File: src/rtl/ped_req_arbiter.sv
// ped_req_arbiter
//   Front end between the raw pedestrian push-buttons and the traffic light
//   controller. Each button is synchronised, debounced and turned into one
//   latched request per press. Pending requests age towards an urgent flag.
//   NS and EW requests are arbitrated and presented one at a time over a
//   serve_req/serve_ack handshake.
//
//   Optional feature macro: PED_ARB_STATS_EN adds the served_cnt_ns and
//   served_cnt_ew counters and ports.
//
// Ports:
//   clk, rst            clock, asynchronous active-high reset
//   btn_ns, btn_ew      raw buttons (asynchronous, may bounce)
//   serve_ack           controller accepts the current request (pulse)
//   serve_req/_dir      request valid (held until ack) and direction (0=NS, 1=EW)
//   pending_ns/_ew      latched, not yet served requests (button lamps)
//   urgent_ns/_ew       request has waited MAX_WAIT cycles
//   served_cnt_ns/_ew   accepted acks per direction (PED_ARB_STATS_EN only)

// One button: synchroniser, debounce, request latch and wait counter.
module ped_req_lane #(
  parameter int DEBOUNCE_CYCLES = 4,
  parameter int MAX_WAIT        = 64
) (
  input  logic clk,
  input  logic rst,
  input  logic btn_i,
  input  logic clr_i,   // accepted ack for this direction
  output logic pend_o,
  output logic urg_o
);
  localparam int DW = $clog2(DEBOUNCE_CYCLES + 1);
  localparam int WW = $clog2(MAX_WAIT + 1);

  logic [1:0]    sync_q;
  logic          db_q, db_d, db_prev_q;
  logic [DW-1:0] cnt_q, cnt_d;
  logic          pend_q, pend_d, rise;
  logic [WW-1:0] wait_q, wait_d;
  logic          urg_q;

  // The counter only advances while the synchronised level disagrees with
  // the debounced level; any agreement restarts the stability window.
  always_comb begin
    db_d  = db_q;
    cnt_d = '0;
    if (sync_q[1] != db_q) begin
      if (cnt_q == DW'(DEBOUNCE_CYCLES - 1)) begin
        db_d  = ~db_q;
        cnt_d = '0;
      end else begin
        cnt_d = cnt_q + DW'(1);
      end
    end
  end

  // A rise in the same cycle as the ack keeps the request latched.
  assign rise   = db_q & ~db_prev_q;
  assign pend_d = rise | (pend_q & ~clr_i);

  always_comb begin
    wait_d = wait_q;
    if (pend_q && !pend_d)
      wait_d = '0;
    else if (pend_q && wait_q != WW'(MAX_WAIT))
      wait_d = wait_q + WW'(1);
  end

  always_ff @(posedge clk or posedge rst) begin
    if (rst) begin
      sync_q    <= '0;
      db_q      <= 1'b0;
      db_prev_q <= 1'b0;
      cnt_q     <= '0;
      pend_q    <= 1'b0;
      wait_q    <= '0;
      urg_q     <= 1'b0;
    end else begin
      sync_q    <= {sync_q[0], btn_i};
      db_q      <= db_d;
      db_prev_q <= db_q;
      cnt_q     <= cnt_d;
      pend_q    <= pend_d;
      wait_q    <= wait_d;
      urg_q     <= (wait_d == WW'(MAX_WAIT));
    end
  end

  assign pend_o = pend_q;
  assign urg_o  = urg_q;
endmodule

module ped_req_arbiter #(
  parameter int DEBOUNCE_CYCLES = 4,
  parameter int MAX_WAIT        = 64,
  parameter int HOLDOFF_CYCLES  = 8
) (
  input  logic        clk,
  input  logic        rst,
  input  logic        btn_ns,
  input  logic        btn_ew,
  input  logic        serve_ack,
  output logic        serve_req,
  output logic        serve_dir,
  output logic        pending_ns,
  output logic        pending_ew,
  output logic        urgent_ns,
`ifdef PED_ARB_STATS_EN
  output logic        urgent_ew,
  output logic [15:0] served_cnt_ns,
  output logic [15:0] served_cnt_ew
`else
  output logic        urgent_ew
`endif
);
  localparam int HW = (HOLDOFF_CYCLES > 0) ? $clog2(HOLDOFF_CYCLES + 1) : 1;

  typedef enum logic [1:0] {S_IDLE, S_REQ, S_HOLD} state_e;

  state_e        state_q, state_d;
  logic          req_q, req_d;
  logic          dir_q, dir_d;
  logic          last_q, last_d;   // last served direction, 1 = EW
  logic [HW-1:0] hold_q, hold_d;
  logic [1:0]    btn, pend, urg, clr;
  logic          ack_acc, sel;

  assign btn = {btn_ew, btn_ns};

  genvar g;
  for (g = 0; g < 2; g++) begin : g_lane
    ped_req_lane #(
      .DEBOUNCE_CYCLES(DEBOUNCE_CYCLES),
      .MAX_WAIT       (MAX_WAIT)
    ) u_lane (
      .clk   (clk),
      .rst   (rst),
      .btn_i (btn[g]),
      .clr_i (clr[g]),
      .pend_o(pend[g]),
      .urg_o (urg[g])
    );
  end

  // Acks are only meaningful while a request is outstanding.
  assign ack_acc = serve_ack & req_q;
  assign clr[0]  = ack_acc & ~dir_q;
  assign clr[1]  = ack_acc &  dir_q;

  // Single pending wins; otherwise urgency, then round-robin on last_q.
  always_comb begin
    if (pend[0] != pend[1])     sel = pend[1];
    else if (urg[0] != urg[1])  sel = urg[1];
    else                        sel = ~last_q;
  end

  always_comb begin
    state_d = state_q;
    req_d   = req_q;
    dir_d   = dir_q;
    last_d  = last_q;
    hold_d  = hold_q;
    case (state_q)
      S_IDLE: begin
        if (pend != 2'b00) begin
          state_d = S_REQ;
          req_d   = 1'b1;
          dir_d   = sel;
        end
      end
      S_REQ: begin
        if (serve_ack) begin
          req_d   = 1'b0;
          last_d  = dir_q;
          hold_d  = '0;
          state_d = (HOLDOFF_CYCLES > 0) ? S_HOLD : S_IDLE;
        end
      end
      S_HOLD: begin
        if (hold_q == HW'(HOLDOFF_CYCLES - 1)) state_d = S_IDLE;
        else                                   hold_d  = hold_q + HW'(1);
      end
      default: state_d = S_IDLE;
    endcase
  end

  always_ff @(posedge clk or posedge rst) begin
    if (rst) begin
      state_q <= S_IDLE;
      req_q   <= 1'b0;
      dir_q   <= 1'b0;
      last_q  <= 1'b1;
      hold_q  <= '0;
    end else begin
      state_q <= state_d;
      req_q   <= req_d;
      dir_q   <= dir_d;
      last_q  <= last_d;
      hold_q  <= hold_d;
    end
  end

  assign serve_req  = req_q;
  assign serve_dir  = dir_q;
  assign pending_ns = pend[0];
  assign pending_ew = pend[1];
  assign urgent_ns  = urg[0];
  assign urgent_ew  = urg[1];

`ifdef PED_ARB_STATS_EN
  logic [15:0] cnt_ns_q, cnt_ew_q;

  always_ff @(posedge clk or posedge rst) begin
    if (rst) begin
      cnt_ns_q <= '0;
      cnt_ew_q <= '0;
    end else begin
      if (clr[0] && cnt_ns_q != 16'hFFFF) cnt_ns_q <= cnt_ns_q + 16'd1;
      if (clr[1] && cnt_ew_q != 16'hFFFF) cnt_ew_q <= cnt_ew_q + 16'd1;
    end
  end

  assign served_cnt_ns = cnt_ns_q;
  assign served_cnt_ew = cnt_ew_q;
`endif
endmodule

File: config.mk
export PLATFORM = sky130hd
export DESIGN_NAME = ped_req_arbiter
export DESIGN_NICKNAME = d
export VERILOG_FILES = /design/src/rtl/ped_req_arbiter.sv
export SDC_FILE = /design/constraint.sdc
export NUM_CORES = 1
export LEC_CHECK = 0
export CORE_MARGIN = 5
export CORE_UTILIZATION = 50
export CTS_CLUSTER_DIAMETER = 30
export CTS_CLUSTER_SIZE = 25
export DETAILED_ROUTE_END_ITERATION = 8
export PLACE_DENSITY = 0.81
export SYNTH_ARGS = -nofsm -noshare
export SYNTH_HDL_FRONTEND = slang
export SYNTH_SLANG_ARGS = --single-unit
export TNS_END_PERCENT = 10
File: constraint.sdc
create_clock -name clk -period 1.8 [get_ports clk]
set_input_delay 0.54 -clock clk [delete_from_list [all_inputs] [get_ports clk]]
set_output_delay 0.54 -clock clk [all_outputs]
set_load 0.03 [all_outputs]
==> flow_summary.yaml, run 1 <==
status:
  status: "finished, final reports clean"
critical_path:
  r2r_start: "g_lane[1].u_lane.wait_q[0]$_DFF_PP0_"
  slowest_stage: "a2111o_1"
  r2r_slack_ps: 30
  cp-startpoint: "g_lane[1].u_lane.wait_q[0]$_DFF_PP0_"
  crit_end: "g_lane[1].u_lane.urg_o$_DFF_PP0_"
  arrival_ps: 1980
  cp_top_family: "compound AO/OA/AOI/OAI gates"
  cp-start-kind: "flip-flop"
  r2r_end: "g_lane[1].u_lane.urg_o$_DFF_PP0_"
  endpoint_kind: "flip-flop"
  path_cells: "inv_2 -> ha_2 -> nor4b_4 -> a2111o_1 -> a221o_1 -> nor4_2"
  worstRegToRegCells: 6
  crit_type: "flip-flop to flip-flop"
  crit_fanout: 4
  cp.depth: 6
  critPathMaxStageDelay_ps: 370
  required_ps: 2010
  cp_num_buf_inv: 1
global_routing:
  grt_max_degree: 42
  grt_pass1_wl_um: 6400
  grt_use_total: 0.155
  grt_overflow: 0
  grt_pass1_vias: 1454
  antenna_found_initial: 0
floorplanning:
  die-width_um: 73.2
  die_h_um: 73.2
  coreArea_mm2: 0.00394
  die_area_mm2: 0.00536
  rows: 23
  initial_core_util: 0.507
  ioPinCount: 11
timing:
  min_period_ps: 1770
  slew_viol_final: 0
  rsz0062_at_grt: "true"
  tns_ps: 0
  worst_pin_slew_ps: 405
  slew_headroom: 0.727
  fmaxAchievable_ghz: 0.564
  fin_skew_ps: 6.74
  hold_violations: 0
  setup_viol: 0
  fin_crit_sh: 0.985
final_layout:
  multiInputGateArea_um2: 946
  ff_latch_area_mm2: 0.00103
  nets: 233
  final_util: 0.617
  drive_gt1_frac: 0.190
  n_antenna_cell: 0
  fillers: 308
  area_delta_synth_final_pct: 21.9
cts:
  tritoncts: "yes"
  ctsLongestPathBuffers: 2
  cts_root_buf: "clkbuf_8"
  cts.sinks: 41
  cts_buffers: 5
  clkLatencyLatePin_ps: 300
  cts-hold-fix-buffers: 0
  htree_levels: 2
  path_clk_slew_ps: 80
  post_cts_buffers: 0
route:
  drt_wl_total_um: 3540
  route.detailed.drc: 0
  dr.pass1.iters: 4
  drt_iter0_drc: 69
  wl_per_cell_um: 13.1
  vias: 1456
  ant_nets: 0
  vias_per_cell: 5.37
synth:
  ys.warnings.count: 0
  synth_cell_types: 44
  yosysSeqAreaShare: 0.514
  netlist_instances: 187
  ys_seq_elements: 41
  synthArstFlopShare: 1.00
  ys.flop_type: "dfrtp_1"
  synth.top_cell.area_share: 0.501
  yosys-top-cells-area: "dfrtp_1, ha_1, nand2_1"
  synth_area_mm2: 0.00200
  syn-num-nets: 200
  synth_area_leader_cell: "dfrtp_1"
  synth_area_per_cell_um2: 10.7
  synth_edf_count: 0
power:
  worst_ir_drop_vdd_v: 0.000821
  combPwrFrac: 0.414
  seqPwrFrac: 0.392
  switching_power_mw: 1.43
  power.leakage_nw: 1.11
  powerDensity_mw_per_mm2: 1600
  switching_share: 0.366
  p_int_mw: 2.47
  clockPowerShare: 0.195
place:
  numPortBuffers: 10
  place_hpwl_um: 2650
  place_congestion: 0.819
worst_hold_path:
  hp-start: "g_lane[0].u_lane.sync_q[0]$_DFF_PP0_"
  hold_path.class: "flip-flop to flip-flop"
flow_run:
  cap_violations: 0
Yosys cell counts (2+ instances only):
cell type   n
o21ai_0     9
a21o_1      3
or3_1       3
a2111o_1    2
mux2i_1     3
a211oi_1    3
nand2_1    20
nand3_1     3
o211ai_1    2
ha_1        8
nor3_1      5
nor2b_1     8
xnor2_1     6
xor2_1      2
nor2_1     12
or2_2       2
a21oi_1     8
nand4_1     4
and4b_1     2
nor3b_1     4
inv_1      12
nand2b_1    2
a41oi_1     2
dfrtp_1    40
mux2_2      3
area by class of cell:
type                    count  area share
clock buffers               7      0.0355
clock inverters             1      0.0123
inverters                  13      0.0201
multi-input cells         132       0.389
flip-flops and latches     41       0.422
well taps                  50      0.0257
repair buffers             27      0.0956
cell families (layout without fill, tap and decap cells):
family                   Yosys count  count (layout)  share of synthesized area
AO/OA/AOI/OAI                     36              36                      0.125
buffers and inverters             14              48                     0.0263
AND/OR/NAND/NOR                   73              73                      0.212
adder cells (fa/ha/maj)            9               9                     0.0551
XOR/XNOR                           8               8                     0.0351
multiplexers                       6               6                     0.0320
flip-flops                        41              41                      0.514
stage by stage:
stage / hold WS, ps / setup WS [ps] / instances / cell area (µm²) / total power, mW
2_1_floorplan: 331 / 68.0 / 187 / 2000 / 2.57
3_3_place_gp: 332 / -196 / 263 / 2300 / 3.09
3_5_place_dp: 340 / -245 / 263 / 2300 / 3.15
4_1_cts: 357 / 25.7 / 271 / 2410 / 3.90
5_1_grt: 367 / -122 / 271 / 2430 / 4.25
6_report: 353 / 27.5 / 271 / 2430 / 3.90
metal layers:
metal / global-route usage / vias up / wire (µm)
li1: - / 734 / -
met1: 0.205 / 694 / 1680
met2: 0.240 / 22 / 1680
met3: 0.0441 / 6 / 127
met4: 0.0594 / 0 / 53
met5: 0 / - / 0
power groups by stage:
stage	combinational [mW]	sequential, mW	clock (mW)
6_report	1.61	1.53	0.759
5_1_grt	1.85	1.58	0.824
4_1_cts	1.60	1.53	0.775
3_5_place_dp	1.61	1.54	0
3_3_place_gp	1.57	1.53	0
2_1_floorplan	0.964	1.60	0
worst register-to-register path: stages, from the launching register on:
cell      delay (ps)
dfrtp_1          360
inv_2             50
ha_2             170
nor4b_4          140
a2111o_1         370
a221o_1          350
nor4_2           250
how the worst min path moves through the flow:
stage,endpoint,slack (ps),depth (start not counted)
final,g_lane[0].u_lane.sync_q[1]$_DFF_PP0_,350,0
after global placement,g_lane[1].u_lane.sync_q[1]$_DFF_PP0_,330,0
after detailed placement,g_lane[0].u_lane.sync_q[1]$_DFF_PP0_,340,0
after CTS,g_lane[0].u_lane.sync_q[1]$_DFF_PP0_,360,0
after global routing,g_lane[1].u_lane.sync_q[1]$_DFF_PP0_,370,0
after floorplan,g_lane[0].u_lane.sync_q[1]$_DFF_PP0_,330,0
registers in the layout, summed over array words and instances (netlist names):
register	count
g_lane.u_lane.wait_q	14
g_lane.u_lane.db_q	2
state_q	2
g_lane.u_lane.pend_o	2
hold_q	4
g_lane.u_lane.sync_q	4
g_lane.u_lane.urg_o	2
serve_req	1
g_lane.u_lane.db_prev_q	2
g_lane.u_lane.cnt_q	6
last_q	1
serve_dir	1
repair_timing:
| item | CTS | global route |
|---|---|---|
| setup endpoints to repair | 7 | 2 |
| gates resized for setup | 7 | 6 |
| pin swaps | 0 | 2 |
layout by cell type (no fill, tap or decap), types with 2 or more instances in the layout:
| cell type | count |
|---|---|
| and4b_1 | 2 |
| inv_1 | 10 |
| dfrtp_1 | 40 |
| or3_1 | 3 |
| nor2b_1 | 8 |
| clkbuf_8 | 6 |
| a21o_1 | 3 |
| o21ai_0 | 9 |
| nand4_1 | 4 |
| nor3b_1 | 4 |
| mux2i_1 | 3 |
| nor2_1 | 12 |
| nand2_1 | 20 |
| a21oi_1 | 7 |
| a2111o_1 | 2 |
| mux2_2 | 3 |
| xnor2_1 | 6 |
| nor3_1 | 5 |
| buf_4 | 16 |
| nand2b_1 | 2 |
| xor2_1 | 2 |
| nand3_1 | 3 |
| dlygate4sd2_1 | 6 |
| or2_2 | 2 |
| inv_2 | 3 |
| clkdlybuf4s50_1 | 4 |
| ha_1 | 7 |
| o211ai_1 | 2 |
| a211oi_1 | 3 |
Power figures use the tool's default switching activity.
==> run 2: changes to the inputs <==
--- a/config.mk
+++ b/config.mk
@@ -5,9 +5,8 @@
 export SDC_FILE = /design/constraint.sdc
 export NUM_CORES = 1
 export LEC_CHECK = 0
-export CORE_MARGIN = 5
 export CORE_UTILIZATION = 50
-export CTS_CLUSTER_DIAMETER = 30
+export CTS_CLUSTER_DIAMETER = 40
 export CTS_CLUSTER_SIZE = 25
 export DETAILED_ROUTE_END_ITERATION = 8
 export PLACE_DENSITY = 0.81
==> run 2 against run 1 <==
  * Power fell by 1.0%
  * Setup slack improved by 6.3 ps
  * Fmax up 0.36%
  * Largest cell class unchanged
  * Sequential power about the same
  * Final area down 0.31%
  * Sequential share of layout area increased by 0.13 points
  * Sequential cell count did not move
  * Cell count is 0.37% higher
  * Largest power group unchanged
  * Hold slack got worse by 1.4 ps
  * Critical endpoint unchanged
  * Register-to-register slack is essentially flat
==> flow_summary.yaml, run 2 (synthesized netlist as in run 1, its figures left out) <==
cts:
  cts_buffers: 5
  cts_root_buf: "clkbuf_8"
  tritoncts: "yes"
  cts-hold-fix-buffers: 0
  cts.sinks: 41
  htree_levels: 2
  ctsLongestPathBuffers: 2
  path_clk_slew_ps: 80
  clkLatencyLatePin_ps: 300
place:
  place_hpwl_um: 2830
  place_congestion: 0.773
  numPortBuffers: 10
  pre_cts_ws_ps: -309
final_layout:
  largest_reg_flops: 14
  ff_latch_area_mm2: 0.00103
  mostFrequentLayoutCells: "dfrtp_1, nand2_1, buf_4"
  fillers: 310
  top_register: "g_lane.u_lane.wait_q"
  multiInputGateArea_um2: 958
  n_antenna_cell: 0
  reg.largest.list: "g_lane.u_lane.wait_q x14, g_lane.u_lane.cnt_q x6"
  layout_commonest_cell: "dfrtp_1"
  nets: 236
  final_util: 0.648
  drive_gt1_frac: 0.201
  area_delta_synth_final_pct: 21.5
power:
  p_int_mw: 2.36
  switching_share: 0.388
  power.leakage_nw: 1.12
  total_power_mw: 3.86
  worst_ir_drop_vdd_v: 0.000923
  switching_power_mw: 1.50
  combPwrFrac: 0.457
  powerDensity_mw_per_mm2: 1590
  clockPowerShare: 0.151
  seqPwrFrac: 0.391
timing:
  slew_headroom: 0.731
  slew_viol_final: 0
  hold_violations: 0
  fin_skew_ps: 6.07
  fin_ws_ps: 33.8
  min_period_ps: 1770
  fin_crit_sh: 0.981
  worst_pin_slew_ps: 398
  setup_viol: 0
  fmaxAchievable_ghz: 0.566
  rsz0062_at_grt: "true"
worst_hold_path:
  hp-start: "g_lane[1].u_lane.sync_q[0]$_DFF_PP0_"
  hold_path.class: "flip-flop to flip-flop"
  min_path_cells: 0
  hold_path_end: "g_lane[1].u_lane.sync_q[1]$_DFF_PP0_"
route:
  vias: 1466
  wl_per_cell_um: 13.5
  dr.pass1.iters: 4
  ant_nets: 0
  drt_iter0_drc: 39
  vias_per_cell: 5.39
  drt_wl_total_um: 3680
  route.detailed.drc: 0
critical_path:
  r2r_end: "g_lane[1].u_lane.urg_o$_DFF_PP0_"
  critPathMaxStageDelay_ps: 360
  path_cells: "inv_2 -> ha_4 -> nor4b_4 -> a2111o_1 -> a221o_1 -> nor4_2"
  cp_top_family: "compound AO/OA/AOI/OAI gates"
  required_ps: 2010
  cp_num_buf_inv: 1
  slowest_stage: "dfrtp_1"
  crit_fanout: 4
  cp-start-kind: "flip-flop"
  arrival_ps: 1980
  endpoint_kind: "flip-flop"
  r2r_slack_ps: 30
  r2r_start: "g_lane[1].u_lane.wait_q[0]$_DFF_PP0_"
  crit_type: "flip-flop to flip-flop"
  worstRegToRegCells: 6
global_routing:
  grt_overflow: 0
  met1_usage: 0.258
  grt_pass1_wl_um: 6570
  antenna_found_initial: 0
  grt_pass1_vias: 1463
  grt_util_met3: 0.0469
  grt_use_total: 0.212
  grt_max_degree: 20
  top_usage_layer: "met2"
  grtUsageMet2: 0.351
floorplanning:
  coreArea_mm2: 0.00374
  die_area_mm2: 0.00425
  rows: 22
  die_h_um: 65.2
  die-width_um: 65.2
  ioPinCount: 11
  initial_core_util: 0.533
flow_run:
  cap_violations: 0
status:
  status: "finished, final reports clean"
==> run 2: cell count changes in the layout (fill, tap and decap cells not counted), sizes merged <==
cell and delta:
buf +3, clkbuf -2, clkinv +2, bufinv -1, clkdlybuf4s50 -1, clkinvlp +1
dlymetal6s2s +1
==> run 2: routing by layer <==
metal	up-vias	wire length (µm)
li1	731	-
met1	713	1680
met2	15	1820
met3	7	96
met4	0	90
met5	-	0
==> run 2: layout make-up <==
| cell class | instances | share of cell area |
|---|---|---|
| Timing Repair Buffer | 30 | 0.101 |
| Tap cell | 48 | 0.0248 |
| Clock inverter | 3 | 0.00722 |
| Multi-Input combinational cell | 132 | 0.395 |
| Sequential cell | 41 | 0.423 |
| Inverter | 13 | 0.0201 |
| Clock buffer | 5 | 0.0284 |
==> run 2: power by group through the flow <==
stage | Combinational (mW) | Sequential, mW | Clock, mW
CTS | 1.69 | 1.51 | 0.604
global placement | 1.64 | 1.50 | 0
floorplan | 0.964 | 1.60 | 0
finish | 1.77 | 1.51 | 0.584
detailed placement | 1.71 | 1.52 | 0
global route | 1.99 | 1.55 | 0.634
==> run 2: worst max path at each step <==
stage,endpoint,depth (start not counted),startpoint
2_1_floorplan,g_lane[1].u_lane.urg_o$_DFF_PP0_,6,g_lane[1].u_lane.wait_q[0]$_DFF_PP0_
3_3_place_gp,g_lane[0].u_lane.urg_o$_DFF_PP0_,5,serve_ack
3_5_place_dp,g_lane[1].u_lane.urg_o$_DFF_PP0_,5,serve_ack
4_1_cts,g_lane[0].u_lane.urg_o$_DFF_PP0_,6,g_lane[0].u_lane.wait_q[1]$_DFF_PP0_
5_1_grt,g_lane[1].u_lane.urg_o$_DFF_PP0_,6,g_lane[1].u_lane.wait_q[0]$_DFF_PP0_
6_report,g_lane[1].u_lane.urg_o$_DFF_PP0_,6,g_lane[1].u_lane.wait_q[0]$_DFF_PP0_
==> run 2: what timing repair did <==
item	in CTS	in global routing
endpoints found under the hold margin	0	0
endpoints found under the setup margin	7	3
pin swaps	0	7
resized for setup	7	8
setup buffers	0	1
==> run 2: per-stage QoR <==
stage / TNS (ps) / cell area, µm² / hold slack (ps) / cells
finish: 0 / 2430 / 351 / 272
global route: -27.5 / 2430 / 358 / 272
CTS: 0 / 2380 / 353 / 271
detailed placement: -1920 / 2300 / 336 / 263
global placement: -1460 / 2300 / 334 / 263
floorplan: 0 / 2000 / 331 / 187
==> variant (flow settings as in run 2) <==
Build with the macro `PED_ARB_STATS_EN` defined.
--- a/src/rtl/ped_req_arbiter.sv
+++ b/src/rtl/ped_req_arbiter.sv
@@ -20,2 +20,4 @@
 // One button: synchroniser, debounce, request latch and wait counter.
+`define PED_ARB_STATS_EN
+
 module ped_req_lane #(
Formal check against the unedited RTL (old outputs only; new: served_cnt_ew and served_cnt_ns): equivalent (Yosys induction, for registers that start in step).
==> variant against run 2 <==
The flow now finishes with violations (design-rule violations); sequential share of layout area increased by 0.14 points; wire length increased by 78%; critical path depth decreased by 5; worst hold slack improved by 0.0040 ns; sequential cell count increased by 32; total power increased by 65%; setup slack improved by 0.0016 ns; global-route usage decreased by 0.71 points; final area increased by 78%; synthesized area increased by 68%; register-to-register slack improved by 0.05 ns; count of clock-buffer cells in the layout increased by 7; final cell count increased by 69%.
==> variant: results <==
[status]
status = finished, violations left
violations = design-rule violations

[clocking]
htree_levels = 3
cts_buffers = 9
clk_latency_ns = 0.34

[placement]
place_congestion = 0.8643
port_buffers = 42
hpwl_mm = 4.703
dpl.cell_count = 445
pre_cts_ws_ns = -0.4463

[cells_and_area]
fin_nets = 394
drive_gt1_frac = 0.1719

[worst_setup_path]
cp.arrival_ns = 1.22
slowest_delay_ns = 0.45
critPathSlowestCell = dfrtp_1
cp_top_family = flip-flops
critPathMaxFanout = 6

[synthesis]
syn_nets = 319
syn_inst = 304
synth_area_leaders = dfrtp_1, xnor2_1, ha_1
synth_commonest_cells = dfrtp_1, xnor2_1, nor2_1, nand2_1, nand4_1
ys_seq_area_frac = 0.5447
netlist-cell-type-count = 43

[global_routing]
met3_usage = 0.04352
grtUsageMet2 = 0.3361
grt_pass1_wl_mm = 11.41
grt_usage = 0.2053
grtUsageMet1 = 0.2661
grt_max_degree = 32

[power_and_ir_drop]
p_leak_uw = 0.002069
ir_worst_vdd_mv = 0.8408

[route]
drtIter0Drc = 135
first_pass_iters = 6
vias = 2507
vias_per_cell = 5.438
drc = 2
wire_per_inst_um = 14.24

[sta]
worstMarginPinSlew_ns = 0.3755
fin_skew_ns = 0.008145
variant: changes by cell type after synthesis, moves of 3 or more:
cell | run 2 | this run
dfrtp_1 | 40 | 72
xnor2_1 | 6 | 32
nor2_1 | 12 | 31
nand4_1 | 4 | 19
xor2_1 | 2 | 12
nand2_1 | 20 | 28
nand3_1 | 3 | 10
nor3_1 | 5 | 10
a21oi_1 | 8 | 4
nor2b_1 | 8 | 4
a21o_1 | 3 | 0
and3_1 | 1 | 4
nor4_1 | 0 | 3
variant: cell families after synthesis:
logic type	synth area share
buffers and inverters	0.01789
AOI/OAI and AO/OA	0.04586
xor gates and xnor gates	0.1148
and+or+nand+nor	0.2047
adders and majority gates	0.04027
muxes	0.03169
DFF	0.5447
variant: path summary, 6_finish.rpt:
kind	from	end	slack [ns]	depth (start not counted)
max in group asynchronous	rst	hold_q[1]	0.86	3
setup / recovery	served_cnt_ns[2]	served_cnt_ns[2]	0.04	1
hold / removal	g_lane[0].u_lane.sync_q[0]	g_lane[0].u_lane.sync_q[1]	0.36	0
hold reg to reg	g_lane[0].u_lane.sync_q[0]	g_lane[0].u_lane.sync_q[1]	0.36	0
min in group asynchronous	rst	g_lane[0].u_lane.pend_o	0.51	2
setup reg to reg	served_cnt_ns[0]	served_cnt_ns[1]	0.08	6
variant: stage by stage:
step                utilization  instance area [um2]  TNS, ns  hold WS, ns
detailed placement       0.6332                 4066   -9.609       0.3411
global route             0.6710                 4309        0       0.3683
CTS                      0.6665                 4280  -0.1026       0.3576
global placement         0.6332                 4066   -8.247       0.3354
floorplan                     -                 3359   -1.270       0.3312
finish                   0.6710                 4309        0       0.3553
variant: power breakdown:
part | total [uW] | switching, uW | internal, uW
sequential | 2610 | 513 | 2100
combinational | 2160 | 1180 | 978
clock | 1590 | 591 | 1000
total | 6360 | 2290 | 4070
variant: area by class of cell:
| type | instances | area [um2] |
|---|---|---|
| Tap cell | 77 | 96.34 |
| Sequential cell | 73 | 1831 |
| Fill cell | 508 | 2113 |
| Multi-Input combinational cell | 217 | 1505 |
| Inverter | 12 | 48.80 |
| Clock inverter | 4 | 98.84 |
| Clock buffer | 12 | 155.1 |
| Timing Repair Buffer | 66 | 574.3 |
variant: what timing repair did:
action | in CTS | in global routing
pin swaps | 0 | 1
resized for setup | 41 | 21
endpoints found under the setup margin | 43 | 33
endpoints found under the hold margin | 0 | 0
variant: routing by layer:
layer	vias up	share of wire
met4	0	0.020
met5	-	0
met2	47	0.48
li1	1213	-
met3	11	0.039
met1	1236	0.46
